$ cat src/rtl/btn_led_pkg.sv
// Shared mode codes, button priority indices and widths for the button-driven LED mode scheduler.
// Pure declarations; no clocked logic.
package btn_led_pkg;

  typedef enum logic [2:0] {
    MODE_OFF        = 3'd0,
    MODE_SOLID      = 3'd1,
    MODE_BLINK_MID  = 3'd2,
    MODE_BLINK_SLOW = 3'd3,
    MODE_BLINK_FAST = 3'd4,
    MODE_SEQ        = 3'd5,
    MODE_PAUSE      = 3'd6,
    MODE_RSVD       = 3'd7
  } mode_e;

  // Index order is also arbitration priority: lowest index wins.
  localparam int BTN_U   = 0;
  localparam int BTN_D   = 1;
  localparam int BTN_L   = 2;
  localparam int BTN_R   = 3;
  localparam int BTN_C   = 4;
  localparam int BTN_NUM = 5;

  localparam int STEP_W = 4;
  localparam int DIV_W  = 26;

  function automatic mode_e toggle_mode(input mode_e cur, input mode_e tgt);
    return (cur == tgt) ? MODE_OFF : tgt;
  endfunction

  function automatic logic in_seq(input mode_e m);
    return (m == MODE_SEQ) || (m == MODE_PAUSE);
  endfunction

endpackage

$ cat src/rtl/btn_debounce.sv
// One button: 2-flop synchroniser, stability debouncer and rising-edge press pulse.
// stable flips DEBOUNCE_CYCLES+1 edges after the raw level changes; press follows one edge later; no backpressure.
module btn_debounce #(
  parameter int DEBOUNCE_CYCLES = 1_000_000
) (
  input  logic sys_clk,
  input  logic sys_rst_n,
  input  logic raw,
  output logic stable,
  output logic press
);

  localparam int CW = $clog2(DEBOUNCE_CYCLES);
  localparam logic [CW-1:0] CNT_LAST = CW'(DEBOUNCE_CYCLES - 1);

  logic [1:0]    sync_q, sync_d;
  logic [CW-1:0] cnt_q, cnt_d;
  logic          stable_q, stable_d;
  logic          prev_q, prev_d;
  logic          press_q, press_d;

  always_comb begin
    sync_d   = {sync_q[0], raw};
    cnt_d    = cnt_q;
    stable_d = stable_q;
    prev_d   = stable_q;
    press_d  = stable_q & ~prev_q;
    // Any sample agreeing with the accepted level restarts the qualification window.
    if (sync_q[1] == stable_q) begin
      cnt_d = '0;
    end else if (cnt_q == CNT_LAST) begin
      cnt_d    = '0;
      stable_d = ~stable_q;
    end else begin
      cnt_d = cnt_q + 1'b1;
    end
  end

  always_ff @(posedge sys_clk or negedge sys_rst_n) begin
    if (!sys_rst_n) begin
      sync_q   <= '0;
      cnt_q    <= '0;
      stable_q <= 1'b0;
      prev_q   <= 1'b0;
      press_q  <= 1'b0;
    end else begin
      sync_q   <= sync_d;
      cnt_q    <= cnt_d;
      stable_q <= stable_d;
      prev_q   <= prev_d;
      press_q  <= press_d;
    end
  end

  assign stable = stable_q;
  assign press  = press_q;

endmodule

$ cat src/rtl/led_mode_sched.sv
// Debounced-button mode scheduler: fixed-priority press arbiter, mode FSM, blink divider and sequence step timer.
// Mode/gate update DEBOUNCE_CYCLES+3 edges after a raw press; losing simultaneous presses are dropped, no backpressure.
module led_mode_sched
  import btn_led_pkg::*;
#(
  parameter int DEBOUNCE_CYCLES = 1_000_000,
  parameter int STEP_CYCLES     = 4_194_304,
  parameter int FAST_BIT        = 23,
  parameter int MID_BIT         = 24,
  parameter int SLOW_BIT        = 25
) (
  input  logic              sys_clk,
  input  logic              sys_rst_n,
  input  logic              btnu,
  input  logic              btnd,
  input  logic              btnl,
  input  logic              btnr,
  input  logic              btnc,
  output logic [2:0]        mode,
  output logic              mode_chg,
  output logic [STEP_W-1:0] step,
  output logic              paused,
  output logic              led_gate
);

  localparam int TW = (STEP_CYCLES > 1) ? $clog2(STEP_CYCLES) : 1;
  localparam logic [TW-1:0] STEP_LAST = TW'(STEP_CYCLES - 1);

  logic [BTN_NUM-1:0] btn_raw;
  logic [BTN_NUM-1:0] btn_stable;
  logic [BTN_NUM-1:0] btn_press;
  logic [BTN_NUM-1:0] press_vld;
  logic [BTN_NUM-1:0] grant;

  mode_e              mode_q, mode_d;
  logic               mode_chg_q, mode_chg_d;
  logic [DIV_W-1:0]   div_q, div_d;
  logic [TW-1:0]      tmr_q, tmr_d;
  logic [STEP_W-1:0]  step_q, step_d;
  logic               paused_q, paused_d;
  logic               gate_q, gate_d;

  assign btn_raw[BTN_U] = btnu;
  assign btn_raw[BTN_D] = btnd;
  assign btn_raw[BTN_L] = btnl;
  assign btn_raw[BTN_R] = btnr;
  assign btn_raw[BTN_C] = btnc;

  for (genvar i = 0; i < BTN_NUM; i++) begin : g_btn
    btn_debounce #(
      .DEBOUNCE_CYCLES(DEBOUNCE_CYCLES)
    ) u_db (
      .sys_clk  (sys_clk),
      .sys_rst_n(sys_rst_n),
      .raw      (btn_raw[i]),
      .stable   (btn_stable[i]),
      .press    (btn_press[i])
    );
  end

  assign press_vld = btn_press & btn_stable;
  // Isolate the lowest set bit: index 0 (up) has top priority.
  assign grant = press_vld & (~press_vld + BTN_NUM'(1));

  always_comb begin
    mode_d = mode_q;
    if (mode_q == MODE_RSVD) begin
      mode_d = MODE_OFF;
    end else if (grant[BTN_U]) begin
      mode_d = toggle_mode(mode_q, MODE_SOLID);
    end else if (grant[BTN_D]) begin
      mode_d = toggle_mode(mode_q, MODE_BLINK_MID);
    end else if (grant[BTN_L]) begin
      mode_d = toggle_mode(mode_q, MODE_BLINK_SLOW);
    end else if (grant[BTN_R]) begin
      mode_d = toggle_mode(mode_q, MODE_BLINK_FAST);
    end else if (grant[BTN_C]) begin
      case (mode_q)
        MODE_SEQ:   mode_d = MODE_PAUSE;
        MODE_PAUSE: mode_d = MODE_SEQ;
        default:    mode_d = MODE_SEQ;
      endcase
    end
  end

  always_comb begin
    mode_chg_d = (mode_d != mode_q);
    paused_d   = (mode_d == MODE_PAUSE);
    div_d      = mode_chg_d ? '0 : div_q + 1'b1;
  end

  // Timer only runs on SEQ->SEQ edges, so entering or leaving PAUSE freezes it for that edge too.
  always_comb begin
    tmr_d  = tmr_q;
    step_d = step_q;
    if (!in_seq(mode_d) || !in_seq(mode_q)) begin
      tmr_d  = '0;
      step_d = '0;
    end else if ((mode_q == MODE_SEQ) && (mode_d == MODE_SEQ)) begin
      if (tmr_q == STEP_LAST) begin
        tmr_d  = '0;
        step_d = step_q + 1'b1;
      end else begin
        tmr_d = tmr_q + 1'b1;
      end
    end
  end

  always_comb begin
    gate_d = 1'b0;
    case (mode_d)
      MODE_SOLID, MODE_SEQ, MODE_PAUSE: gate_d = 1'b1;
      MODE_BLINK_MID:                   gate_d = div_d[MID_BIT];
      MODE_BLINK_SLOW:                  gate_d = div_d[SLOW_BIT];
      MODE_BLINK_FAST:                  gate_d = div_d[FAST_BIT];
      default:                          gate_d = 1'b0;
    endcase
  end

  always_ff @(posedge sys_clk or negedge sys_rst_n) begin
    if (!sys_rst_n) begin
      mode_q     <= MODE_OFF;
      mode_chg_q <= 1'b0;
      div_q      <= '0;
      tmr_q      <= '0;
      step_q     <= '0;
      paused_q   <= 1'b0;
      gate_q     <= 1'b0;
    end else begin
      mode_q     <= mode_d;
      mode_chg_q <= mode_chg_d;
      div_q      <= div_d;
      tmr_q      <= tmr_d;
      step_q     <= step_d;
      paused_q   <= paused_d;
      gate_q     <= gate_d;
    end
  end

  assign mode     = mode_q;
  assign mode_chg = mode_chg_q;
  assign step     = step_q;
  assign paused   = paused_q;
  assign led_gate = gate_q;

endmodule

$ cat config.mk
export PLATFORM = sky130hd
export DESIGN_NAME = led_mode_sched
export DESIGN_NICKNAME = d
export VERILOG_FILES = /design/src/rtl/btn_led_pkg.sv /design/src/rtl/btn_debounce.sv /design/src/rtl/led_mode_sched.sv
export SDC_FILE = /design/constraint.sdc
export NUM_CORES = 1
export LEC_CHECK = 0
export BUFFER_PORTS_ARGS = -buffer_cell sky130_fd_sc_hd__buf_2
export CORE_ASPECT_RATIO = 0.5
export CORE_UTILIZATION = 53
export DETAILED_ROUTE_END_ITERATION = 6
export PLACE_DENSITY = 0.69
export REMOVE_ABC_BUFFERS = 1
export SLEW_MARGIN = 20
export SYNTH_ARGS = -nofsm -noshare
export SYNTH_HDL_FRONTEND = slang
export SYNTH_HIERARCHICAL = 1
export SYNTH_SLANG_ARGS = --single-unit
$ cat constraint.sdc
create_clock -name sys_clk -period 3.7 [get_ports sys_clk]
set_clock_uncertainty 0.1 [all_clocks]
set_input_delay 0.37 -clock sys_clk [delete_from_list [all_inputs] [get_ports sys_clk]]
set_output_delay 0.37 -clock sys_clk [all_outputs]
set_load 0.1 [all_outputs]
Word-level counts from Yosys, hierarchy flattened
Cells that the tools add are included.
{"block": "op_classes", "reduce_logical": 15, "n_addsub": 9, "n_bitwise": 23, "mux": 29, "n_eq_ne": 25}
{"operator": "$mux 20", "count": 10}
{"operator": "$add 20x1->20 const B", "count": 5}
{"operator": "$eq 20x20->1 const B", "count": 5}
{"operator": "$mux 22", "count": 3}
{"operator": "$add 26x1->26 const B", "count": 1}
{"operator": "$mux 26", "count": 1}
{"operator": "$add 22x1->22 const B", "count": 1}
{"operator": "$eq 22x22->1 const B", "count": 1}
{"operator": "$eq 3x3->1 const B", "count": 7}
{"operator": "$mux 3", "count": 7}
{"operator": "$not 1->1", "count": 15}
{"operator": "$eq 3x2->1 const B", "count": 4}
{"operator": "$mux 4", "count": 3}
{"operator": "$reduce_and 2->1", "count": 6}
{"operator": "$and 5x5->5", "count": 2}
{"operator": "$eq 3x1->1 const B", "count": 2}
{"operator": "$mux 2", "count": 3}
{"operator": "$add 5x1->5 const B", "count": 1}
{"operator": "$and 1x1->1", "count": 5}
{"operator": "$eq 1x1->1", "count": 5}
{"operator": "$not 5->5", "count": 1}
{"operator": "$add 4x1->4 const B", "count": 1}
{"operator": "$pmux 1 s4", "count": 1}
{"operator": "$reduce_bool 2->1", "count": 2}
{"operator": "other kinds (6)", "count": 9}
{"block": "word_totals", "ff_bits": 183, "inputBits": 7, "wordCells": 133}

Depth between registers and ports, before layout
{"block": "depth", "depth_word": 16, "mapped_depth": 9, "mapped_depth_nobuf": 8}

Hierarchy
Netlist, hierarchy kept.
{"mod": "btn_debounce", "cells_each": 111, "instances": 5, "area_each_um2": 1171.1}
{"mod": "led_mode_sched", "cells_each": 339, "instances": 1, "area_each_um2": 3135.5}

Worst setup path before layout
Ideal clock, no wire load.
{"block": "synth_path", "kind": "register to register", "start": "reg mode_q[1] (netlist: mode[1])", "end": "reg step_q[0] (netlist: step[0])", "arrival_time_ns": 3.073, "stages_incl_launch_ff": 9, "slack_ns": 0.443, "path_buffers": 1, "path_cell_list": "dfrtp_1 -> clkbuf_1 -> and3b_1 -> and3b_1 -> nor4b_4 -> o211ai_4 -> a21bo_1 -> or4_4 -> o21ai_2"}
{"block": "synth_via", "elab_chain_len": 14}
{"element": "start: declaration", "line": "led_mode_sched.sv:35", "rtl": "mode_e mode_q, mode_d;"}
{"element": "start signal: assignment", "line": "led_mode_sched.sv:130", "rtl": "mode_q <= mode_d;"}
{"element": "$eq 3x3->1", "line": "btn_led_pkg.sv:32, led_mode_sched.sv:78, led_mode_sched.sv:99"}
{"element": "$mux 2", "line": "led_mode_sched.sv:78", "rtl": "case (mode_q)"}
{"element": "$mux 3", "line": "led_mode_sched.sv:77", "rtl": "end else if (grant[BTN_C]) begin"}
{"element": "$mux 3", "line": "led_mode_sched.sv:75", "rtl": "end else if (grant[BTN_R]) begin"}
{"element": "$mux 3", "line": "led_mode_sched.sv:73", "rtl": "end else if (grant[BTN_L]) begin"}
{"element": "$mux 3", "line": "led_mode_sched.sv:71", "rtl": "end else if (grant[BTN_D]) begin"}
{"element": "$mux 3", "line": "led_mode_sched.sv:69", "rtl": "end else if (grant[BTN_U]) begin"}
{"element": "$mux 3", "line": "led_mode_sched.sv:67", "rtl": "if (mode_q == MODE_RSVD) begin"}
{"element": "$eq 3x3->1, on equally long branches", "line": "btn_led_pkg.sv:32, led_mode_sched.sv:99"}
{"element": "$logic_or 1x1->1", "line": "btn_led_pkg.sv:32", "rtl": "return (m == MODE_SEQ) || (m == MODE_PAUSE);"}
{"element": "$logic_not 1->1", "line": "led_mode_sched.sv:96", "rtl": "if (!in_seq(mode_d) || !in_seq(mode_q)) begin"}
{"element": "$logic_or 1x1->1", "line": "led_mode_sched.sv:96"}
{"element": "$reduce_bool 2->1 (no source line)"}
{"element": "$reduce_and 2->1 (no source line)"}
{"element": "end signal: assignment", "line": "led_mode_sched.sv:134", "rtl": "step_q <= step_d;"}
{"element": "end: declaration", "line": "led_mode_sched.sv:39", "rtl": "logic [STEP_W-1:0] step_q, step_d;"}
Several ways; a longest one is shown, not always the timed one.
A chain may end at the register's enable or synchronous reset.

Worst setup path after layout
{"block": "layout_path", "start": "reg g_btn[0].u_db.stable_q", "end": "reg tmr_q[2]"}
{"block": "layout_via", "elab_chain_len": 15}
{"element": "start: declaration", "line": "btn_debounce.sv:18", "rtl": "logic stable_q, stable_d;"}
{"element": "start signal: assignment", "line": "btn_debounce.sv:49", "rtl": "stable_q <= stable_d;"}
{"element": "$and 5x5->5 *", "line": "led_mode_sched.sv:61", "rtl": "assign press_vld = btn_press & btn_stable;"}
{"element": "$not 5->5", "line": "led_mode_sched.sv:63", "rtl": "assign grant = press_vld & (~press_vld + BTN_NUM'(1));"}
{"element": "$add 5x1->5", "line": "led_mode_sched.sv:63"}
{"element": "$and 5x5->5 *", "line": "led_mode_sched.sv:63"}
{"element": "$mux 3", "line": "led_mode_sched.sv:77"}
{"element": "$mux 3", "line": "led_mode_sched.sv:75"}
{"element": "$mux 3", "line": "led_mode_sched.sv:73"}
{"element": "$mux 3", "line": "led_mode_sched.sv:71"}
{"element": "$mux 3 *", "line": "led_mode_sched.sv:69"}
{"element": "$mux 3 *", "line": "led_mode_sched.sv:67"}
{"element": "$eq 3x3->1 *"}
{"element": "named net paused_d", "line": "led_mode_sched.sv:40", "rtl": "logic paused_q, paused_d;"}
{"element": "$logic_or 1x1->1 *", "line": "btn_led_pkg.sv:32"}
{"element": "$logic_not 1->1 *", "line": "led_mode_sched.sv:96"}
{"element": "$logic_or 1x1->1 *", "line": "led_mode_sched.sv:96"}
{"element": "$mux 22 or $reduce_bool 2->1 (tied branches)"}
{"element": "end signal: assignment", "line": "led_mode_sched.sv:133", "rtl": "tmr_q <= tmr_d;"}
{"element": "end: declaration", "line": "led_mode_sched.sv:38", "rtl": "logic [TW-1:0] tmr_q, tmr_d;"}
The timed path passes the listed nets; every way through them passes the cells marked *.

==> results summary <==
The run finished with clean final reports. The startpoint type of the worst setup path is a flop. The number of DRC markers in iteration 0 is 386.

Among all flip-flop cells after synthesis, the most frequent one is dfrtp_1. The tightest hold margin is 0.252 ns. TritonCTS built the clock tree.

The worst path meets setup with 0.589 ns of slack. The DRC violation count after routing is 0. The critical path is of the flop to flop type. Counting flops with an async set or reset pin after synthesis yields a share of 100%. The critical path goes through a222oi_1 > buf_4 > a31oi_1 > nor4b_4 > a211o_1 > nor2_1 > nor2_2 > a31oi_1. Dividing the detail-routed via count by the number of cells gives 5.62. The total leakage power came out at 4.19 nW.

Counting the buffers created by CTS gives 17. The number of non-filler instances in the completed layout came out at 1,165. The final critical path time including I/O delays and setup is 3.11 ns. Measured along the x axis, the die boundary spans 186 um.

The row count came out at 33. Setup repair after global routing left no endpoint under its margin. By count the netlist is led by dfrtp_1, nor2_1, nand2_1. The critical path starts at g_btn[0].u_db/stable.

In the post-synthesis netlist, the cell with the most instances is dfrtp_1. The initial antenna violation count is 0. The average routed wire per standard cell came out at 14.2 um. The final net count came out at 940. Routability-driven placement finished with a final weighted congestion of 0.806. The initial cell density of the core is 54.6%. Net switching is 25.1% of the power.

Summing over every cut layer, the via total after detailed routing is 6,545. The number of distinct library cells after synthesis is 56. The clock network burns 46.3% of the power.

The largest individual stage delay along the critical path comes from the cell nor2_2. The reg-to-reg startpoint is g_btn[0].u_db/stable. The area growth from synthesis to layout is 11.7%. The level count of the clock H-tree is 4. The number of failing setup endpoints in the final timing report came out at 0. The routed wire length came out at 16.5 mm. For this run, the total global-route usage over all layers was measured as 20.3%. The fraction of the yosys area taken by sequential cells came out at 50.9%.

The placed cell area came out at 9360 sq um. The biggest area contributor in the post-synthesis netlist is dfrtp_1. The power per cell area came out at 395 nW/um^2.

The average cell area after synthesis is 10.1 sq um. The number of enable flip-flop cells after synthesis is 0. For this run the aggregate overflow at the end of global routing stands at 0. The clock tree root buffer cell is clkbuf_16.

The warning count from the yosys run came out at 6. The arrival time at the worst endpoint is 3.29 ns. Of the post-synthesis cell area, the dominant cell type holds 50.9%. The maximum clock frequency came out at 321 MHz. In this run the power spent charging and discharging nets is 0.996 mW. Summed over all nets, the half-perimeter wirelength after detailed placement is 10.6 mm. The number of antenna diodes is 0. The share of cells above drive strength 1 came out at 9.81%. The share of the clock period used by the worst path is 84.1%. The maximum number of pins on one net before global-route repair came out at 106. The standard cell core area is 16,500 sq um. Sequential cells account for 51.4% of the total power.

The final count of hold timing violations came out at 0. The worst ir drop on vdd came out at 0.327 mV. The via count of the first global-routing pass is 6,092. The number of buffer cells added on primary ports came out at 16. The relative slew slack came out at 42.8%.

The number of buffers on the longest clock path is 2. Post-CTS timing repair inserted 0 buffers for setup. The die covers 17,500 sq um. The first-pass GRT wire length came out at 28.4 mm.

The number of sinks handled by clock tree synthesis came out at 183. The number of filler cells placed in the layout is 1,319. After synthesis, the cell types taking the most area are dfrtp_1, xnor2_1, nor2_1. The worst setup slack before clock tree synthesis is 0.552 ns.

The later-pin clock latency in the skew report is 0.43 ns. The gate count after technology mapping is 894. The type of element capturing the critical path is a flop. The largest incremental delay on the critical path came out at 0.64 ns. The transition time at the pin with the least slew margin is 0.858 ns. The total of flip-flops plus latches after synthesis is 183. The number of cells in the design after placement is 1,127. Counting stages on the worst path, the most repeated cell is a31oi_1. The number of maximum-capacitance constraint violations came out at 0. In this run the most critical hold path is launched from g_btn[2].u_db/sync_q[0]. Of all nets on the critical path, the largest fanout is 18. The detail route stage leaves a number of antenna-violating nets equal to 0. Data on the critical path is required at its endpoint by 3.88 ns.

The netlist area before placement came out at 8990 sq um. The worst hold path class is flop to flop. The number of detailed-route iterations in the first pass came out at 5.

Internal power comes to 2.97 mW. The die outline height came out at 94.1 um. The final design instance area without fill came out at 10,000 sq um. The part of the total power dissipated in combinational logic came out at 2.4%.

During I/O placement, the number of pins put on the boundary was 17. The setup total negative slack came out at 0 ns. The max-slew violation count is 0. The clock edge transition at the registers on the reported setup and hold paths came out at 0.08 ns.
[logic make-up (layout without fill, tap and decap cells)]
logic type / Yosys count / in the layout / synth area share, %
AO/OA/AOI/OAI: 95 / 95 / 7.00
XOR/XNOR: 106 / 106 / 10.3
adder cells (fa/ha/maj): 8 / 8 / 1.11
buffers and inverters: 46 / 90 / 2.07
flip-flops: 183 / 183 / 50.9
multiplexers: 16 / 16 / 1.86
AND/OR/NAND/NOR: 440 / 440 / 26.7
[metrics by stage]
step	utilization, %	total power, mW
after global routing	60.9	4.12
after detailed placement	56.8	2.17
after global placement	56.8	2.17
final	60.9	3.96
after CTS	60.9	4.02
after floorplan	-	2.11
[layout make-up]
cell class / instances / area, sq um / area share [%]
Tap cell: 227 / 284 / 2.83
Multi-Input combinational cell: 665 / 4240 / 42.2
Clock inverter: 15 / 190 / 1.89
Clock buffer: 17 / 425 / 4.24
Sequential cell: 183 / 4580 / 45.6
Timing Repair Buffer: 29 / 214 / 2.13
Inverter: 29 / 109 / 1.08
[worst paths after layout]
| kind | end | slack [ns] | cells after the start |
|---|---|---|---|
| worst max-delay path | tmr_q[2] | 0.59 | 8 |
| worst min-delay path | g_btn[2].u_db/sync_q[1] | 0.25 | 0 |
| worst max register to register | tmr_q[2] | 0.59 | 8 |
| worst min register to register | g_btn[2].u_db/sync_q[1] | 0.25 | 0 |
| max in group asynchronous | g_btn[4].u_db/cnt_q[10] | 2.12 | 3 |
| min in group asynchronous | tmr_q[3] | 0.45 | 2 |
[sequential cells by signal, indices dropped and copies added, names as in the netlist]
signal	flops
div_q	26
g_btn.u_db/prev_q	5
mode_chg	1
led_gate	1
tmr_q	22
g_btn.u_db/stable	5
paused	1
g_btn.u_db/cnt_q	100
g_btn.u_db/press	5
mode	3
g_btn.u_db/sync_q	10
step	4
[layer usage]
metal	vias up	wire [um]	track usage (%)
met2	89	7690	31.9
met3	11	457	4.50
met4	0	124	5.12
met1	3201	8250	28.5
li1	3244	-	-
met5	-	0	0
[placed cells by master, fill, tap and decap left out, drive strengths merged, types with 25 or more instances in the layout]
| cell | synthesis | routed |
|---|---|---|
| nor3 | 27 | 27 |
| inv | 29 | 37 |
| nand2 | 64 | 64 |
| xnor2 | 60 | 60 |
| dfrtp | 183 | 183 |
| nand3 | 53 | 53 |
| a21oi | 27 | 27 |
| nor4 | 29 | 29 |
| o21ai | 25 | 25 |
| nor2 | 135 | 135 |
| nand4 | 35 | 35 |
| xor2 | 46 | 46 |
[timing repair]
item | 4_1_cts | 5_1_grt
endpoints found under the hold margin | 74 | 0
hold buffers | 6 | 0
setup endpoints to repair | 0 | 0
gates resized for setup | 0 | 0
[critical path, delay by kind of cell (launching register included)]
family	cells	cell delay, ns
DFF	1	0.43
AOI/OAI and AO/OA	4	0.95
and+or+nand+nor	3	1.27
buffers and inverters	1	0.20
[power groups by stage]
stage | Clock, mW | Sequential [mW] | Combinational (mW)
floorplan | 0 | 2.07 | 0.0358
global placement | 0 | 2.07 | 0.0912
detailed placement | 0 | 2.07 | 0.0934
CTS | 1.89 | 2.04 | 0.0990
global route | 1.97 | 2.04 | 0.111
finish | 1.83 | 2.04 | 0.0939
Note: power is estimated with default switching activity, not from simulation.
